<file path="config.mk">
export PLATFORM = sky130hd
export DESIGN_NAME = dmem_access_ctrl_flat
export DESIGN_NICKNAME = d
export VERILOG_FILES = /design/src/rtl/dmem_access_ctrl_if.sv /design/src/rtl/dmem_access_ctrl.sv /design/src/flat_wrapper.sv
export SDC_FILE = /design/constraint.sdc
export NUM_CORES = 1
export LEC_CHECK = 0
export CORE_AREA = 2 2 100 141
export DETAILED_ROUTE_END_ITERATION = 16
export DIE_AREA = 0 0 102 143
export GPL_TIMING_DRIVEN = 0
export PLACE_DENSITY = 0.79
export SETUP_SLACK_MARGIN = 0.4
export SYNTH_ARGS = -nofsm -noshare
export SYNTH_HDL_FRONTEND = slang
export SYNTH_SLANG_ARGS = --single-unit
</file>
<file path="constraint.sdc">
create_clock -name i_clk -period 2.63 [get_ports i_clk]
set_input_delay 0.263 -clock i_clk [delete_from_list [all_inputs] [get_ports i_clk]]
set_output_delay 0.263 -clock i_clk [all_outputs]
set_load 0.05 [all_outputs]
</file>
<file path="src/rtl/dmem_access_ctrl_if.sv">
// Bundle of the pipeline request/response handshake and the memory port
// seen by the data-memory access controller. The controller connects through
// the slave modport; the pipeline/memory environment uses the master modport.
interface dmem_access_ctrl_if;
  // Pipeline request
  logic        i_req_valid;
  logic        o_req_ready;
  logic        i_req_we;
  logic [31:0] i_req_addr;
  logic [31:0] i_req_wdata;
  logic [2:0]  i_req_size;
  // Pipeline response
  logic        o_rsp_valid;
  logic [31:0] o_rsp_data;
  logic [2:0]  o_rsp_type;
  logic        o_rsp_err;
  // Memory port
  logic        o_mem_req;
  logic        o_mem_we;
  logic [31:0] o_mem_addr;
  logic [31:0] o_mem_wdata;
  logic [3:0]  o_mem_be;
  logic        i_mem_gnt;
  logic        i_mem_rvalid;
  logic [31:0] i_mem_rdata;

  modport slave (
    input  i_req_valid, i_req_we, i_req_addr, i_req_wdata, i_req_size,
    input  i_mem_gnt, i_mem_rvalid, i_mem_rdata,
    output o_req_ready, o_rsp_valid, o_rsp_data, o_rsp_type, o_rsp_err,
    output o_mem_req, o_mem_we, o_mem_addr, o_mem_wdata, o_mem_be
  );

  modport master (
    output i_req_valid, i_req_we, i_req_addr, i_req_wdata, i_req_size,
    output i_mem_gnt, i_mem_rvalid, i_mem_rdata,
    input  o_req_ready, o_rsp_valid, o_rsp_data, o_rsp_type, o_rsp_err,
    input  o_mem_req, o_mem_we, o_mem_addr, o_mem_wdata, o_mem_be
  );
endinterface

</file>
<file path="src/rtl/dmem_access_ctrl.sv">
// Data-memory access controller: accepts one load/store at a time from the
// pipeline, checks alignment/size legality, issues a word-aligned memory
// request with byte-lane steering, extracts load data and reports completion,
// error or timeout as a single-cycle response pulse.
module dmem_access_ctrl #(
  parameter int unsigned TIMEOUT_CYCLES = 255
) (
  input logic            i_clk,
  input logic            i_rst_n,
  dmem_access_ctrl_if.slave bus
);

  typedef enum logic [1:0] {IDLE, REQ, WAIT, RESP} state_e;

  state_e      state_q;
  logic [1:0]  off_q;
  logic        we_q;
  logic [2:0]  size_q;
  // One bit wider than the limit so a grant landing exactly on the limit can
  // keep counting through the first wait cycle without wrapping.
  logic [8:0]  cnt_q;
  logic [8:0]  cnt_d;
  logic        limit_hit;

  logic        rsp_valid_q;
  logic [31:0] rsp_data_q;
  logic [2:0]  rsp_type_q;
  logic        rsp_err_q;
  logic        mem_req_q;
  logic        mem_we_q;
  logic [31:0] mem_addr_q;
  logic [31:0] mem_wdata_q;
  logic [3:0]  mem_be_q;

  // Legal size/alignment combinations; stores have no unsigned variants.
  function automatic logic req_legal(input logic we, input logic [2:0] size,
                                     input logic [1:0] off);
    logic ok;
    case (size)
      3'b000:  ok = 1'b1;
      3'b100:  ok = !we;
      3'b001:  ok = !off[0];
      3'b101:  ok = !we && !off[0];
      3'b010:  ok = (off == 2'b00);
      default: ok = 1'b0;
    endcase
    return ok;
  endfunction

  // Replicate the store operand across every lane it could occupy.
  function automatic logic [31:0] lane_wdata(input logic [1:0] sz,
                                             input logic [31:0] wdata);
    logic [31:0] w;
    case (sz)
      2'b00:   w = {4{wdata[7:0]}};
      2'b01:   w = {2{wdata[15:0]}};
      default: w = wdata;
    endcase
    return w;
  endfunction

  // Byte enables for the addressed lanes of a store.
  function automatic logic [3:0] lane_be(input logic [1:0] sz, input logic [1:0] off);
    logic [3:0] be;
    case (sz)
      2'b00:   be = 4'b0001 << off;
      2'b01:   be = 4'b0011 << {off[1], 1'b0};
      default: be = 4'b1111;
    endcase
    return be;
  endfunction

  // Shift the addressed bytes of the read word down to bit 0, zero above.
  function automatic logic [31:0] load_align(input logic [1:0] sz, input logic [1:0] off,
                                             input logic [31:0] rdata);
    logic [31:0] sh;
    logic [31:0] r;
    sh = rdata >> {off, 3'b000};
    case (sz)
      2'b00:   r = {24'h0, sh[7:0]};
      2'b01:   r = {16'h0, sh[15:0]};
      default: r = sh;
    endcase
    return r;
  endfunction

  assign cnt_d     = cnt_q + 9'd1;
  assign limit_hit = (cnt_d >= 9'(TIMEOUT_CYCLES));

  // Access sequencer: request capture, memory handshake, timeout and response.
  always_ff @(posedge i_clk or negedge i_rst_n) begin
    if (!i_rst_n) begin
      state_q     <= IDLE;
      off_q       <= 2'b00;
      we_q        <= 1'b0;
      size_q      <= 3'b000;
      cnt_q       <= 9'd0;
      rsp_valid_q <= 1'b0;
      rsp_data_q  <= 32'h0;
      rsp_type_q  <= 3'b000;
      rsp_err_q   <= 1'b0;
      mem_req_q   <= 1'b0;
      mem_we_q    <= 1'b0;
      mem_addr_q  <= 32'h0;
      mem_wdata_q <= 32'h0;
      mem_be_q    <= 4'b0000;
    end else begin
      case (state_q)
        IDLE: begin
          rsp_valid_q <= 1'b0;
          if (bus.i_req_valid) begin
            off_q  <= bus.i_req_addr[1:0];
            we_q   <= bus.i_req_we;
            size_q <= bus.i_req_size;
            if (req_legal(bus.i_req_we, bus.i_req_size, bus.i_req_addr[1:0])) begin
              state_q     <= REQ;
              cnt_q       <= 9'd0;
              mem_req_q   <= 1'b1;
              mem_we_q    <= bus.i_req_we;
              mem_addr_q  <= {bus.i_req_addr[31:2], 2'b00};
              mem_wdata_q <= bus.i_req_we ? lane_wdata(bus.i_req_size[1:0], bus.i_req_wdata)
                                          : 32'h0;
              mem_be_q    <= bus.i_req_we ? lane_be(bus.i_req_size[1:0], bus.i_req_addr[1:0])
                                          : 4'b1111;
            end else begin
              // Illegal requests complete at once and never reach memory.
              state_q     <= RESP;
              rsp_valid_q <= 1'b1;
              rsp_err_q   <= 1'b1;
              rsp_data_q  <= 32'h0;
              rsp_type_q  <= bus.i_req_size;
            end
          end
        end
        REQ: begin
          cnt_q <= cnt_d;
          // A grant on the limit cycle still counts as success.
          if (bus.i_mem_gnt) begin
            mem_req_q <= 1'b0;
            if (we_q) begin
              state_q     <= RESP;
              rsp_valid_q <= 1'b1;
              rsp_err_q   <= 1'b0;
              rsp_data_q  <= 32'h0;
              rsp_type_q  <= size_q;
            end else begin
              state_q <= WAIT;
            end
          end else if (limit_hit) begin
            mem_req_q   <= 1'b0;
            state_q     <= RESP;
            rsp_valid_q <= 1'b1;
            rsp_err_q   <= 1'b1;
            rsp_data_q  <= 32'h0;
            rsp_type_q  <= size_q;
          end
        end
        WAIT: begin
          cnt_q <= cnt_d;
          if (bus.i_mem_rvalid) begin
            state_q     <= RESP;
            rsp_valid_q <= 1'b1;
            rsp_err_q   <= 1'b0;
            rsp_data_q  <= load_align(size_q[1:0], off_q, bus.i_mem_rdata);
            rsp_type_q  <= size_q;
          end else if (limit_hit) begin
            state_q     <= RESP;
            rsp_valid_q <= 1'b1;
            rsp_err_q   <= 1'b1;
            rsp_data_q  <= 32'h0;
            rsp_type_q  <= size_q;
          end
        end
        RESP: begin
          rsp_valid_q <= 1'b0;
          state_q     <= IDLE;
        end
        default: state_q <= IDLE;
      endcase
    end
  end

  assign bus.o_req_ready = (state_q == IDLE);
  assign bus.o_rsp_valid = rsp_valid_q;
  assign bus.o_rsp_data  = rsp_data_q;
  assign bus.o_rsp_type  = rsp_type_q;
  assign bus.o_rsp_err   = rsp_err_q;
  assign bus.o_mem_req   = mem_req_q;
  assign bus.o_mem_we    = mem_we_q;
  assign bus.o_mem_addr  = mem_addr_q;
  assign bus.o_mem_wdata = mem_wdata_q;
  assign bus.o_mem_be    = mem_be_q;

endmodule

</file>
<file path="src/flat_wrapper.sv">
// flat-port wrapper written by rule: the top's interface ports become plain ports
module dmem_access_ctrl_flat 
#(
  parameter int unsigned TIMEOUT_CYCLES = 255
)
  (i_clk, i_rst_n, bus_i_req_valid, bus_i_req_we, bus_i_req_addr, bus_i_req_wdata, bus_i_req_size, bus_i_mem_gnt, bus_i_mem_rvalid, bus_i_mem_rdata, bus_o_req_ready, bus_o_rsp_valid, bus_o_rsp_data, bus_o_rsp_type, bus_o_rsp_err, bus_o_mem_req, bus_o_mem_we, bus_o_mem_addr, bus_o_mem_wdata, bus_o_mem_be);
  dmem_access_ctrl_if bus_i ();
  input logic i_clk;
  input logic i_rst_n;
  input wire logic [$bits(bus_i.i_req_valid)-1:0] bus_i_req_valid;
  input wire logic [$bits(bus_i.i_req_we)-1:0] bus_i_req_we;
  input wire logic [$bits(bus_i.i_req_addr)-1:0] bus_i_req_addr;
  input wire logic [$bits(bus_i.i_req_wdata)-1:0] bus_i_req_wdata;
  input wire logic [$bits(bus_i.i_req_size)-1:0] bus_i_req_size;
  input wire logic [$bits(bus_i.i_mem_gnt)-1:0] bus_i_mem_gnt;
  input wire logic [$bits(bus_i.i_mem_rvalid)-1:0] bus_i_mem_rvalid;
  input wire logic [$bits(bus_i.i_mem_rdata)-1:0] bus_i_mem_rdata;
  output wire logic [$bits(bus_i.o_req_ready)-1:0] bus_o_req_ready;
  output wire logic [$bits(bus_i.o_rsp_valid)-1:0] bus_o_rsp_valid;
  output wire logic [$bits(bus_i.o_rsp_data)-1:0] bus_o_rsp_data;
  output wire logic [$bits(bus_i.o_rsp_type)-1:0] bus_o_rsp_type;
  output wire logic [$bits(bus_i.o_rsp_err)-1:0] bus_o_rsp_err;
  output wire logic [$bits(bus_i.o_mem_req)-1:0] bus_o_mem_req;
  output wire logic [$bits(bus_i.o_mem_we)-1:0] bus_o_mem_we;
  output wire logic [$bits(bus_i.o_mem_addr)-1:0] bus_o_mem_addr;
  output wire logic [$bits(bus_i.o_mem_wdata)-1:0] bus_o_mem_wdata;
  output wire logic [$bits(bus_i.o_mem_be)-1:0] bus_o_mem_be;
  assign bus_i.i_req_valid = bus_i_req_valid;
  assign bus_i.i_req_we = bus_i_req_we;
  assign bus_i.i_req_addr = bus_i_req_addr;
  assign bus_i.i_req_wdata = bus_i_req_wdata;
  assign bus_i.i_req_size = bus_i_req_size;
  assign bus_i.i_mem_gnt = bus_i_mem_gnt;
  assign bus_i.i_mem_rvalid = bus_i_mem_rvalid;
  assign bus_i.i_mem_rdata = bus_i_mem_rdata;
  assign bus_o_req_ready = bus_i.o_req_ready;
  assign bus_o_rsp_valid = bus_i.o_rsp_valid;
  assign bus_o_rsp_data = bus_i.o_rsp_data;
  assign bus_o_rsp_type = bus_i.o_rsp_type;
  assign bus_o_rsp_err = bus_i.o_rsp_err;
  assign bus_o_mem_req = bus_i.o_mem_req;
  assign bus_o_mem_we = bus_i.o_mem_we;
  assign bus_o_mem_addr = bus_i.o_mem_addr;
  assign bus_o_mem_wdata = bus_i.o_mem_wdata;
  assign bus_o_mem_be = bus_i.o_mem_be;
  dmem_access_ctrl #(.TIMEOUT_CYCLES(TIMEOUT_CYCLES)) u_core (.i_clk(i_clk), .i_rst_n(i_rst_n), .bus(bus_i));
endmodule
</file>
# Word level (Yosys, flattened, before mapping)
# Index checks and enable logic that the tools add are counted.
# totals
inputBits	105
wordCells	101
reg_bits	122
out_inout_bits	108
# op_classes
shift	3
reduce_logical	17
mux	51
eq_ne	14
order_cmp	1
addsub	1
# ops
cell	count
32-bit 2-to-1 mux	7
32-bit one-hot mux with 2 select lines	2
32-bit one-hot mux with 3 select lines	1
32-bit by 5-bit right shift with 32-bit output	1
1-bit 2-to-1 mux	19
3-bit 2-to-1 mux	6
9-bit 2-to-1 mux	2
9-bit one-hot mux with 2 select lines	1
2-bit 2-to-1 mux	5
9-bit by 1-bit adder with 9-bit output, second input constant	1
9-bit by 8-bit greater-or-equal comparator with 1-bit output, second input constant	1
3-bit one-hot mux with 3 select lines	1
2-bit zero test	4
2-bit one-hot mux with 4 select lines	1
4-bit one-hot mux with 2 select lines	1
4-bit AND reduction	2
2-bit by 1-bit == test with 1-bit output, second input constant	3
3-bit == test, second input constant	2
3-bit by 2-bit != test with 1-bit output, second input constant	2
3-bit AND reduction	2
1-bit one-hot mux with 5 select lines	1
2-bit == test, second input constant	2
4-bit 2-to-1 mux	1
2-bit != test, second input constant	2
15 further kinds	17

# Longest topological paths before layout
# depth
ltp_word	8
depth_mapped	9
depth_no_buf	8

# Least setup slack after synthesis
# Ideal clock, no wire load.
# synth_timing
path_type	flip-flop to flip-flop
from	register u_core.state_q[1]
to	register u_core.mem_wdata_q[3] (netlist: u_core.bus.o_mem_wdata[3])
path_stages_with_launch	9
path_buffers	3
setup_time_ns	0.121
arrival_time_ns	2.460
setup_slack_ns	0.049
period_less_slack_ns	2.581
cell_sequence	dfrtp_1 inv_1 ha_1 clkbuf_1 nand2_1 a21o_1 clkbuf_1 clkbuf_1 a22o_1
# synth_via
elab_chain_cells	2
# synth_rtl
item	line	source
start: declaration	dmem_access_ctrl.sv:15	state_e state_q;
start signal: assignment	dmem_access_ctrl.sv:93	state_q <= IDLE;
start signal: assignment	dmem_access_ctrl.sv:116	state_q <= REQ;
start signal: assignment	dmem_access_ctrl.sv:127	state_q <= RESP;
2-bit zero test	n/a	
named net bus_o_req_ready	flat_wrapper.sv:18	output wire logic [$bits(bus_i.o_req_ready)-1:0] bus_o_req_ready;
3-bit AND reduction (no line)	n/a	
end signal: assignment	dmem_access_ctrl.sv:121	mem_wdata_q <= bus.i_req_we ? lane_wdata(bus.i_req_size[1:0], bus.i_req_wdata)
end: declaration	dmem_access_ctrl.sv:32	logic [31:0] mem_wdata_q;
# The timed path passes the listed nets, and every way through them passes these cells.
# A chain may end at the register's enable or synchronous reset.

# Worst setup path in the final report
# layout_timing
from	register u_core.cnt_q[0]
to	register u_core.rsp_type_q[0] (netlist: u_core.bus.o_rsp_type[0])
# layout_via
elab_chain_cells	5
word_cells_on_any_way	6
cone_classes	add/sub: 1; order compare: 1; mux: 4
# layout_rtl
item	line	source
start: declaration	dmem_access_ctrl.sv:21	logic [8:0] cnt_q;
start signal: assignment	dmem_access_ctrl.sv:136	cnt_q <= cnt_d;
start signal: assignment	dmem_access_ctrl.sv:159	cnt_q <= cnt_d;
9-bit by 1-bit adder with 9-bit output *	dmem_access_ctrl.sv:87	assign cnt_d = cnt_q + 9'd1;
9-bit by 8-bit greater-or-equal comparator with 1-bit output *	dmem_access_ctrl.sv:88	assign limit_hit = (cnt_d >= 9'(TIMEOUT_CYCLES));
3-bit 2-to-1 mux *	n/a	
3-bit 2-to-1 mux, on equally long branches	n/a	
3-bit one-hot mux with 3 select lines *	n/a	
end signal: assignment	dmem_access_ctrl.sv:131	rsp_type_q <= bus.i_req_size;
end signal: assignment	dmem_access_ctrl.sv:145	rsp_type_q <= size_q;
end signal: assignment	dmem_access_ctrl.sv:155	rsp_type_q <= size_q;
end: declaration	dmem_access_ctrl.sv:27	logic [2:0] rsp_type_q;
# Every way passes the cells marked *; elsewhere a longest branch is shown, timed or not.

==> impl_metrics.csv <==
group,metric,value,unit
timing,rsz0062_at_grt,"yes",
placement,post-place-ws,-0.1989,ns
worst_setup_path,cp_slowest_cell,"dfrtp_2",
finish,area_delta_synth_final,53.28,%
timing,max-slew-margin-rel,38.87,%
finish,num_antenna_cells,0,
logic_synthesis,ys.flop_type,"dfrtp_1",
power,p_seq_share,26.0,%
detailed_routing,routedWlPerCell,18.23,µm
clock_network,clk_path_buf_depth,2,
floorplan,row_count,50,
worst_setup_path,required,2.92,ns
placement,gp_congestion,0.9248,
floorplan,io_pins,213,
clock_network,clk_latency,0.41,ns
worst_setup_path,critPathMaxFanout,10,
global_route,grt_max_degree,87,
global_route,grt_use_met2,46.92,%
run,drv_cap,0,
global_route,grt_most_used_layer,"met2",
logic_synthesis,yosys-top-cells-count,"156 x nand2_1, 122 x dfrtp_1, 41 x mux2i_1",
floorplan,initial_utilization,44.50,%
global_route,grt_pass1_wl,29410,µm
placement,dp.cells,997,
worst_setup_path,arrival,2.45,ns
floorplan,fp.dieArea,14590,µm²
clock_network,cts_root_buffer,"clkbuf_16",
timing,setup_violations,0,
worst_setup_path,critPathTopFamily,"compound AO/OA/AOI/OAI gates",
logic_synthesis,ys_ff_latch,122,
clock_network,cts_tree,"done",
finish,drive_above_1_share,11.45,%
floorplan,die_w,102,µm
logic_synthesis,syn_avg_cell_area,9.771,µm²
finish,final_cells,1038,
global_route,overflow,0,
global_route,antenna_found_initial,0,
power,max-vdd-ir-drop,0.7402,mV
timing,fmax,461.9,MHz
detailed_routing,ant_nets,0,
timing,drv_slew,0,
timing,skew,0.008200,ns
worst_setup_path,cpPeakStageDelay,0.43,ns
global_route,gr-usage-met3,6.216,%
logic_synthesis,synth_top_area_cell,"dfrtp_1",
logic_synthesis,synth_enable_flop_cells,0,
finish,nets,954,
detailed_routing,viasPerCell,5.485,
worst_setup_path,crit_path_start_kind,"flop",
logic_synthesis,ys_types,59,
logic_synthesis,synth_top_area_share,51.73,%
detailed_routing,drt_iter0_drc,250,
global_route,grt_pass1_vias,5982,
global_route,grt.total_usage,25.70,%
worst_setup_path,critPathKind,"reg2reg",
placement,place_hpwl,13930,µm
logic_synthesis,syn-cell-area,5902,µm²
timing,setup_slack,0.4652,ns
clock_network,h-tree-depth,4,
timing,finalHoldViolCount,0,
power,p_leak,4.090,nW
power,clock_power_share,19.8,%
detailed_routing,dr.pass1.iters,6,
detailed_routing,route.vias.total,5693,
status,status,"completed",
power,power,0.01172,W
logic_synthesis,synth_seq_area_share,51.73,%
timing,holdWs,0.2116,ns
floorplan,core_area,13260,µm²
clock_network,cts.clk_slew.worst_paths,0.06,ns
power,p_switching,0.005492,W
logic_synthesis,synthArstFlopShare,100.0,%
power,p_comb_share,54.2,%
logic_synthesis,ys_warn_count,0,
logic_synthesis,synth.most_common_cell,"nand2_1",
power,intPower,0.006229,W
global_route,gr-usage-met1,27.96,%
worst_setup_path,critPathCaptureType,"flop",
clock_network,cts-buffers-inserted,17,
logic_synthesis,synthTopCellsByArea,"dfrtp_1 52%, nand2_1 9.9%, mux2i_1 7.0%",
logic_synthesis,synth_cells,604,
power,power.density,1296,nW/µm²
clock_network,cts.sinks,122,
detailed_routing,routed_wirelength,18930,µm
detailed_routing,remaining_drc_errors,0,
worst_setup_path,path_buf_inv,2,
timing,tightest_slew,0.9136,ns
floorplan,die_y,143,µm
power,netSwitchingFraction,46.86,%
hold_path,hold_class,"in2reg",
timing,finalCritPeriodShare,82.31,%
placement,io_buffers,209,
timing,layout_min_cycle_time,2.165,ns
worst_setup_path,critical_path.cell_chain,"inv_1 -> ha_1 -> nor2_1 -> o211ai_1 -> o311ai_4 -> buf_4 -> a31o_2 -> a22o_1",
path summary, 6_finish.rpt:
kind	cells after the start	end	slack, ns	start
worst max-delay path	8	u_core.bus.o_rsp_type[0]	0.47	u_core.cnt_q[0]
worst min-delay path	3	u_core.size_q[0]	0.21	bus_i_req_size[0]
worst max register to register	8	u_core.bus.o_rsp_type[0]	0.47	u_core.cnt_q[0]
worst min register to register	2	u_core.bus.o_mem_addr[11]	0.47	u_core.bus.o_mem_addr[11]
max in group asynchronous	3	u_core.cnt_q[0]	1.57	i_rst_n
min in group asynchronous	2	u_core.bus.o_rsp_data[19]	0.32	i_rst_n
sequential cells by signal, indices dropped and copies added, names as in the netlist:
signal and count:
u_core.bus.o_mem_we 1, u_core.size_q 3, u_core.bus.o_mem_wdata 32, u_core.we_q 1, u_core.bus.o_mem_be 4, u_core.bus.o_mem_addr 30
u_core.state_q 2, u_core.bus.o_rsp_type 3, u_core.bus.o_mem_req 1, u_core.bus.o_rsp_data 32, u_core.off_q 2, u_core.cnt_q 9
u_core.bus.o_rsp_err 1, u_core.bus.o_rsp_valid 1
tightest hold or removal path, delay by kind of cell:
kind | cells | cell delay (ns)
buffers and inverters | 2 | 0.21
AOI/OAI and AO/OA | 1 | 0.09
stage by stage:
step	area (µm²)	TNS, ns	util, %
2_1_floorplan	5919	0	-
3_3_place_gp	8239	-415.07	62.12
3_5_place_dp	8268	-4.110	62.34
4_1_cts	8934	0	67.36
5_1_grt	9046	0	68.21
6_report	9046	0	68.21
cell type report:
cell class              count  area, µm²
flip-flops and latches    122       3054
clock buffers              18      429.2
multi-input cells         438       2748
fillers                  1064       4217
plain buffers              36      200.2
well taps                 182      227.7
inverters                   9      33.78
clock inverters            14      160.2
repair buffers            219       2193
metal layers:
layer | share of wire, % | up-vias
li1 | - | 2598
met1 | 36 | 2808
met2 | 55 | 243
met3 | 6.7 | 44
met4 | 2.6 | 0
met5 | 0 | -
cells in the final DEF, fill, tap and decap left out, types with 13 or more instances in the layout:
master / count
mux2i_1: 41
dfrtp_1: 121
clkdlybuf4s50_1: 207
a22o_1: 29
o21ai_1: 20
buf_4: 13
clkbuf_16: 17
nor2_1: 23
a21oi_1: 16
o21ai_0: 38
nor2b_1: 13
nand2_1: 155
power by group through the flow:
stage	sequential [W]	clock, W	combinational, W
floorplan	0.00506	0	0.00195
global placement	0.00301	0	0.00595
detailed placement	0.00305	0	0.00607
CTS	0.00303	0.00234	0.00616
global route	0.00313	0.00243	0.00670
finish	0.00305	0.00232	0.00635
logic make-up after synthesis:
kind of cell | synth area share (%)
buffers and inverters | 3.392
DFF | 51.73
muxes | 7.526
adders and majority gates | 1.272
AOI/OAI and AO/OA | 19.21
and+or+nand+nor | 16.81
other | 0.06354
timing repair:
item | 4_1_cts | 5_1_grt
endpoints found under the setup margin | 104 | 88
pin swaps | 3 | 7
hold endpoints to repair | 36 | 0
buffers inserted | 1 | 7
cloned | 0 | 0
resized for setup | 15 | 29
hold buffers | 1 | 0
Power figures use the tool's default switching activity.
